===== src/rtl/dsec_rx_control.sv =====
// DSEC receive-side control: captures link words into a small FIFO, feeds the
// decompression path through a registered valid/ready stage, and sequences flush/dump/error.
module dsec_rx_control #(
    parameter int DATA_W = 64,
    parameter int DEPTH  = 4,
    parameter int ADDR_W = 2
) (
    input  logic              clk,
    input  logic              rst,
    input  logic              key_config,
    input  logic              in_valid,
    input  logic [DATA_W-1:0] in_data,
    output logic              in_rcvd,
    input  logic              flush,
    input  logic              decomp_rdy,
    output logic [DATA_W-1:0] data_to_decomp,
    output logic              valid_to_decomp,
    output logic              dump_decomp,
    output logic              stall,
    output logic              error,
    output logic [7:0]        error_code,
    input  logic              err_clr,
    output logic [ADDR_W:0]   count
);

    typedef enum logic [1:0] {
        ST_RUN,
        ST_DRAIN,
        ST_DUMP,
        ST_HALT
    } state_e;

    localparam logic [ADDR_W:0] FULL_CNT   = (ADDR_W+1)'(DEPTH);
    localparam logic [7:0]      ERR_OVF    = 8'h01;
    localparam logic [7:0]      ERR_KEY    = 8'h02;
    localparam logic [7:0]      ERR_EOS_IN = 8'h03;
    localparam logic [7:0]      ERR_EOS_FL = 8'h04;

    state_e              state_q, state_d;
    logic [DATA_W-1:0]   mem_q [DEPTH];
    logic [ADDR_W-1:0]   wr_ptr_q, wr_ptr_d;
    logic [ADDR_W-1:0]   rd_ptr_q, rd_ptr_d;
    logic [ADDR_W:0]     count_q, count_d;
    logic                rcvd_q, rcvd_d;
    logic                valid_q, valid_d;
    logic [DATA_W-1:0]   data_q, data_d;
    logic                error_q, error_d;
    logic [7:0]          code_q, code_d;

    logic                in_eos;
    logic                fifo_full;
    logic                fifo_empty;
    logic                out_fire;
    logic                load;
    logic                wr_en;
    logic                err_det;
    logic [7:0]          err_val;

    always_comb begin
        in_eos     = (state_q == ST_DRAIN) || (state_q == ST_DUMP);
        fifo_full  = (count_q == FULL_CNT);
        fifo_empty = (count_q == '0);
        stall      = key_config | error_q;
        out_fire   = valid_q & decomp_rdy;
        // Output register may refill in the same edge its word is accepted.
        load       = (~valid_q | out_fire) & ~fifo_empty & ~stall;
        wr_en      = (state_q == ST_RUN) & in_valid & ~key_config & ~fifo_full;
    end

    always_comb begin
        err_det = 1'b1;
        err_val = '0;
        if (in_valid && key_config) begin
            err_val = ERR_KEY;
        end else if (in_valid && in_eos) begin
            err_val = ERR_EOS_IN;
        end else if (in_valid && fifo_full) begin
            err_val = ERR_OVF;
        end else if (flush && in_eos) begin
            err_val = ERR_EOS_FL;
        end else begin
            err_det = 1'b0;
        end
    end

    always_comb begin
        state_d = state_q;
        if (err_det) begin
            state_d = ST_HALT;
        end else begin
            case (state_q)
                ST_RUN:   if (flush) state_d = ST_DRAIN;
                ST_DRAIN: if (!key_config && fifo_empty && !valid_q) state_d = ST_DUMP;
                ST_DUMP:  if (decomp_rdy && !key_config) state_d = ST_RUN;
                ST_HALT:  if (err_clr) state_d = ST_RUN;
                default:  state_d = ST_RUN;
            endcase
        end
    end

    always_comb begin
        error_d = err_det | (error_q & ~err_clr);
        code_d  = code_q;
        // Only the first error since the last clear is recorded.
        if (err_det && (!error_q || err_clr)) begin
            code_d = err_val;
        end else if (err_clr && !err_det) begin
            code_d = '0;
        end
    end

    always_comb begin
        wr_ptr_d = wr_en ? wr_ptr_q + 1'b1 : wr_ptr_q;
        rd_ptr_d = load  ? rd_ptr_q + 1'b1 : rd_ptr_q;
        count_d  = count_q;
        case ({wr_en, load})
            2'b10:   count_d = count_q + 1'b1;
            2'b01:   count_d = count_q - 1'b1;
            default: count_d = count_q;
        endcase
        valid_d = valid_q;
        data_d  = data_q;
        if (load) begin
            valid_d = 1'b1;
            data_d  = mem_q[rd_ptr_q];
        end else if (out_fire) begin
            valid_d = 1'b0;
        end
        rcvd_d = wr_en;
    end

    always_ff @(posedge clk) begin
        if (wr_en) begin
            mem_q[wr_ptr_q] <= in_data;
        end
    end

    always_ff @(posedge clk or posedge rst) begin
        if (rst) begin
            state_q  <= ST_RUN;
            wr_ptr_q <= '0;
            rd_ptr_q <= '0;
            count_q  <= '0;
            rcvd_q   <= 1'b0;
            valid_q  <= 1'b0;
            data_q   <= '0;
            error_q  <= 1'b0;
            code_q   <= '0;
        end else begin
            state_q  <= state_d;
            wr_ptr_q <= wr_ptr_d;
            rd_ptr_q <= rd_ptr_d;
            count_q  <= count_d;
            rcvd_q   <= rcvd_d;
            valid_q  <= valid_d;
            data_q   <= data_d;
            error_q  <= error_d;
            code_q   <= code_d;
        end
    end

    assign in_rcvd         = rcvd_q;
    assign valid_to_decomp = valid_q;
    assign data_to_decomp  = data_q;
    assign dump_decomp     = (state_q == ST_DUMP);
    assign error           = error_q;
    assign error_code      = code_q;
    assign count           = count_q;

endmodule


===== config.mk =====
export PLATFORM = sky130hd
export DESIGN_NAME = dsec_rx_control
export DESIGN_NICKNAME = d
export VERILOG_FILES = /design/src/rtl/dsec_rx_control.sv
export SDC_FILE = /design/constraint.sdc
export NUM_CORES = 1
export LEC_CHECK = 0
export CORE_MARGIN = 2
export CORE_UTILIZATION = 35
export CTS_BUF_LIST = sky130_fd_sc_hd__clkbuf_16
export DETAILED_ROUTE_END_ITERATION = 10
export GPL_ROUTABILITY_DRIVEN = 0
export HOLD_SLACK_MARGIN = 0.05
export PLACE_DENSITY = 0.65
export SLEW_MARGIN = 30
export SYNTH_ARGS = -nofsm -noshare
export SYNTH_HDL_FRONTEND = slang
export SYNTH_SLANG_ARGS = --single-unit

===== constraint.sdc =====
create_clock -name clk -period 5.1 [get_ports clk]
set_input_delay 1.275 -clock clk [delete_from_list [all_inputs] [get_ports clk]]
set_output_delay 1.275 -clock clk [all_outputs]
set_load 0.05 [all_outputs]

== Word level (Yosys, flattened, before mapping) ==
Memory sizes are Yosys's and may differ from the RTL's. A register that Yosys moved wholly into a read port is not among the register bits.
Cells that the tools add are included.
Storage, ports and cells
  flip-flop bits (word level): 20
  memory bits (writable): 256
  output and inout port bits: 80
  logic and storage cells: 81
  memories: 1
Cells by class
  $add $sub $neg: 4
  equal/unequal tests: 10
  mux-type cells: 21
  bitwise operators: 16
  reductions and logical operators: 21
Memories
  mem_q: depth 4, width 64, read ports 1, clocked after memory_dff 1, write ports 1, line 40  | logic [DATA_W-1:0] mem_q [DEPTH];
Operators with widths (number)
  $mux W8: 2
  $mux W3: 4
  $mux W2: 5
  $logic_and A1 B1 Y1: 9
  $mux W1: 8
  $pmux W2 S4: 1
  $and A1 B1 Y1: 7
  $eq A2 B2 Y1 const B: 3
  $ne A3 B3 Y1 const B: 2
  $not A1 Y1: 6
  $pmux W3 S2: 1
  $reduce_bool A2 Y1: 3
  $add A2 B1 Y2 const B: 2
  $eq A2 B1 Y1 const B: 2
  $logic_not A1 Y1: 4
  $reduce_and A4 Y1: 1
  $add A3 B1 Y3 const B: 1
  $eq A3 B3 Y1 const B: 1
  $logic_not A3 Y1: 1
  $ne A3 B1 Y1 const B: 1
  $ne A3 B2 Y1 const B: 1
  $or A1 B1 Y1: 3
  $sub A3 B1 Y3 const B: 1
  $logic_not A2 Y1: 1
  $logic_or A1 B1 Y1: 2

== Longest topological paths before layout ==
  depth after elaboration: 11
  depth in mapped cells: 11

== Least setup slack after synthesis ==
Ideal clock, no wire load.
  path kind: input to register
  from: input port in_valid
  to: memory mem_q[0][0], enable pin
  arrival time: 3.246 ns
  data required time: 4.671 ns
  setup slack: 1.425 ns
  stages on the path: 4
  path through: nor2b_1 and3_1 buf_2 and2_1
On the way
  word-level cells in the longest chain between the ends: 5
Ends and longest elaborated chain
  from (decl): line 11  | input logic in_valid,
  $and A1 B1 Y1 (3 in a row): line 67  | wr_en = (state_q == ST_RUN) & in_valid & ~key_config & ~fifo_full;
  named net rcvd_d: line 44  | logic rcvd_q, rcvd_d;
  $mux W1: line 133  | if (wr_en) begin
  $mux W1 (implied by the code): line 134  | mem_q[wr_ptr_q] <= in_data;
  to (decl): line 40
The timed path passes the listed nets, and every way through them passes these cells.

== Worst setup path after layout ==
  from: input port key_config
  to: output port stall
On the way
  word-level cells in the longest chain between the ends: 1
Ends and longest elaborated chain
  from (decl): line 10  | input logic key_config,
  $or A1 B1 Y1: line 63  | stall = key_config | error_q;
  to (decl): line 19  | output logic stall,
Every way passes these cells.

==> results.py <==
metrics = {
    "run_status": {
        "status": "finished clean",
    },
    "min_path": {
        "min_from": "data_to_decomp[8]$_DFFE_PP0P_",
        "hp-class": "flop to flop",
    },
    "clock_network": {
        "ctsResizeCount": 0,
        "clock_latency_ns": 0.52,
        "h-tree-depth": 2,
        "cts_tree": "done",
        "cts-root-buf": "clkbuf_16",
        "cts_buffers": 37,
        "cts_buffer_depth": 3,
        "cts_sinks": 335,
        "cts_setup_buffers": 0,
        "postCtsHoldBufs": 0,
        "path_clk_slew_ns": 0.05,
    },
    "setup_path": {
        "crit_start": "key_config",
        "cp.required_ns": 3.83,
        "cp.arrival_ns": 2.90,
        "start_kind": "input port",
        "crit_type": "input port to output port",
        "timing.critical_path.slowest_stage_cell": "clkdlybuf4s50_1",
        "rr_startpoint": "count[0]$_DFFE_PP0P_",
        "cpMostUsedCell": "clkdlybuf4s50_1",
        "crit_fanout": 7,
        "end_kind": "output port",
        "worstPathCellList": "clkdlybuf4s50_1, or2_1, clkdlybuf4s50_1",
        "cpPeakStageDelay_ns": 0.82,
    },
    "synthesis": {
        "synth_ff_type": "edfxtp_1",
        "ys_seq_area_share_pct": 76.9,
        "synthMuxAreaShare_pct": 17.2,
        "yosysWarnings": 0,
        "netlist_area_mm2": 0.0126,
        "synth_top_cell_by_area": "edfxtp_1",
        "yosys.area_share.simple_pct": 1.37,
        "synth_adder_area_share_pct": 1.25,
        "synth_edf_count": 256,
        "synthesis.instances": 569,
        "synth_common_cells": "256 x edfxtp_1, 79 x dfrtp_1, 64 x mux4_2",
        "synth_xor_xnor_area_share_pct": 0.418,
        "async_flop_share_pct": 23.6,
        "synth_cell_types": 41,
        "synth_top_family_by_area": "multiplexers",
        "synth_compound_area_share_pct": 1.01,
        "synthTopCellsByArea": "edfxtp_1 61%, dfrtp_1 16%, mux4_2 11%, mux2_2 3.3%, mux2_1 2.4%",
        "synth.most_common_cell": "edfxtp_1",
        "synth_seq_cells": 335,
        "synth_top_area_share_pct": 61.1,
        "avgSynthCellArea_um2": 22.1,
    },
    "route": {
        "routed_via_density": 4.76,
        "via_count": 5884,
        "drt_first_pass_iters": 4,
        "ant_nets": 0,
        "drt_iter0_drc": 237,
        "routedWlPerCell_um": 19.6,
        "drt-total-wl_um": 24200,
        "drc": 0,
    },
    "finish": {
        "final_core_util_pct": 44.5,
        "drive_above_1_share_pct": 23.4,
        "syn_to_final_growth_pct": 25.5,
        "layout.nets": 829,
        "n_antenna_cell": 0,
    },
    "die": {
        "die_y_um": 194,
        "die-area_mm2": 0.0375,
        "io_pins": 151,
        "core_mm2": 0.0355,
        "dieWidth_um": 194,
        "rows": 69,
        "start_util_pct": 35.4,
    },
    "sta": {
        "rsz0062_at_grt": "no",
        "tns_ns": 0,
        "worst_pin_slew_ns": 0.702,
        "fin_crit_sh_pct": 81.9,
        "final_max_slew_viol_count": 0,
        "max_freq_mhz": 240,
        "report.final.setup_viol": 0,
        "max_slew_margin_pct": 53.2,
        "finClkSkew_ns": 0.0212,
        "hold_viol_final": 0,
        "fin_crit_ns": 4.17,
    },
    "power_and_ir_drop": {
        "p_leak_nw": 5.45,
        "vdd_drop_max_mv": 0.383,
        "power_density_mw_per_mm2": 594,
    },
    "placement": {
        "port_buffers": 145,
        "dp_hpwl_um": 14200,
    },
    "global_routing": {
        "track_usage_pct": 13.3,
        "grt_pass1_wl_um": 38100,
        "grt-ovfl-total": 0,
        "grt_max_degree": 67,
        "grt_pass1_vias": 6389,
        "antenna_found_initial": 0,
    },
    "run": {
        "max-cap-violations": 0,
    },
}
-- power by group --
part	internal, W	total [W]	switching (W)
Sequential	0.00332	0.00365	0.000327
Clock	0.00153	0.00255	0.00102
Combinational	0.00134	0.00316	0.00182
-- path summary, 6_finish.rpt --
| kind | end | slack [ns] | cells past startpoint |
|---|---|---|---|
| setup / recovery | stall | 0.93 | 3 |
| hold / removal | data_to_decomp[8]$_DFFE_PP0P_ | 0.48 | 1 |
| setup reg to reg | count[2]$_DFFE_PP0P_ | 2.65 | 9 |
| hold reg to reg | data_to_decomp[8]$_DFFE_PP0P_ | 0.48 | 1 |
| max in group asynchronous | rd_ptr_q[0]$_DFFE_PP0P_ | 3.03 | 3 |
| min in group asynchronous | data_to_decomp[42]$_DFFE_PP0P_ | 1.29 | 2 |
-- placed cells by master (no fill, tap or decap), drive strengths merged, types with 3 or more instances in the layout --
master | synthesis | layout
clkinvlp | 0 | 3
nand2 | 5 | 5
clkinv | 0 | 12
and2 | 4 | 4
xor2 | 3 | 3
o21ai | 5 | 5
clkdlybuf4s50 | 0 | 145
nor2 | 4 | 4
buf | 22 | 16
edfxtp | 256 | 256
xnor2 | 3 | 3
clkbuf | 5 | 39
dfrtp | 79 | 79
ha | 11 | 11
mux2 | 64 | 64
nand2b | 4 | 4
conb | 1 | 5
bufinv | 0 | 3
inv | 11 | 22
a21oi | 6 | 6
mux4 | 64 | 64
-- worst max-delay path, delay by kind of cell --
kind / cells / cell delay [ns]
buffers and inverters: 2 / 1.40
AND/OR/NAND/NOR: 1 / 0.22
-- per-stage QoR --
step	cell area [µm²]	hold slack (ns)	std cells	worst slack, ns	total power (W)
2_1_floorplan	12600	0.538	573	1.43	0.00590
3_3_place_gp	14600	0.467	1168	0.943	0.00689
3_5_place_dp	14600	0.479	1168	0.943	0.00692
4_1_cts	15800	0.492	1236	0.932	0.00951
5_1_grt	15800	0.503	1236	0.848	0.00981
6_report	15800	0.484	1236	0.925	0.00936
-- final cells by class --
class / instances / area [µm²]
clock buffer: 39 / 976
clock inverter: 29 / 213
fill: 3045 / 19700
inverter: 11 / 46.3
multi-input combinational: 200 / 2710
sequential: 335 / 9670
tap: 461 / 577
timing repair buffer: 161 / 1580
-- registers in the layout, summed over array words and instances (netlist names) --
signal,flops
wr_ptr_q,2
rd_ptr_q,2
valid_to_decomp,1
data_to_decomp,64
error,1
in_rcvd,1
state_q,2
count,3
mem_q,256
error_code,3
-- layer usage --
layer | global-route usage [%] | wire length, µm
met5 | 0 | 0
met4 | 3.85 | 385
met3 | 3.12 | 1170
met2 | 22.1 | 12000
met1 | 17.5 | 10700
-- cell families after synthesis --
group	count (synthesis)
buf+inv	38
simple gates	30
other cells	1
xor+xnor	6
flops	335
mux	128
fa+ha+maj	12
compound gates	19
Note: power is estimated with default switching activity, not from simulation.
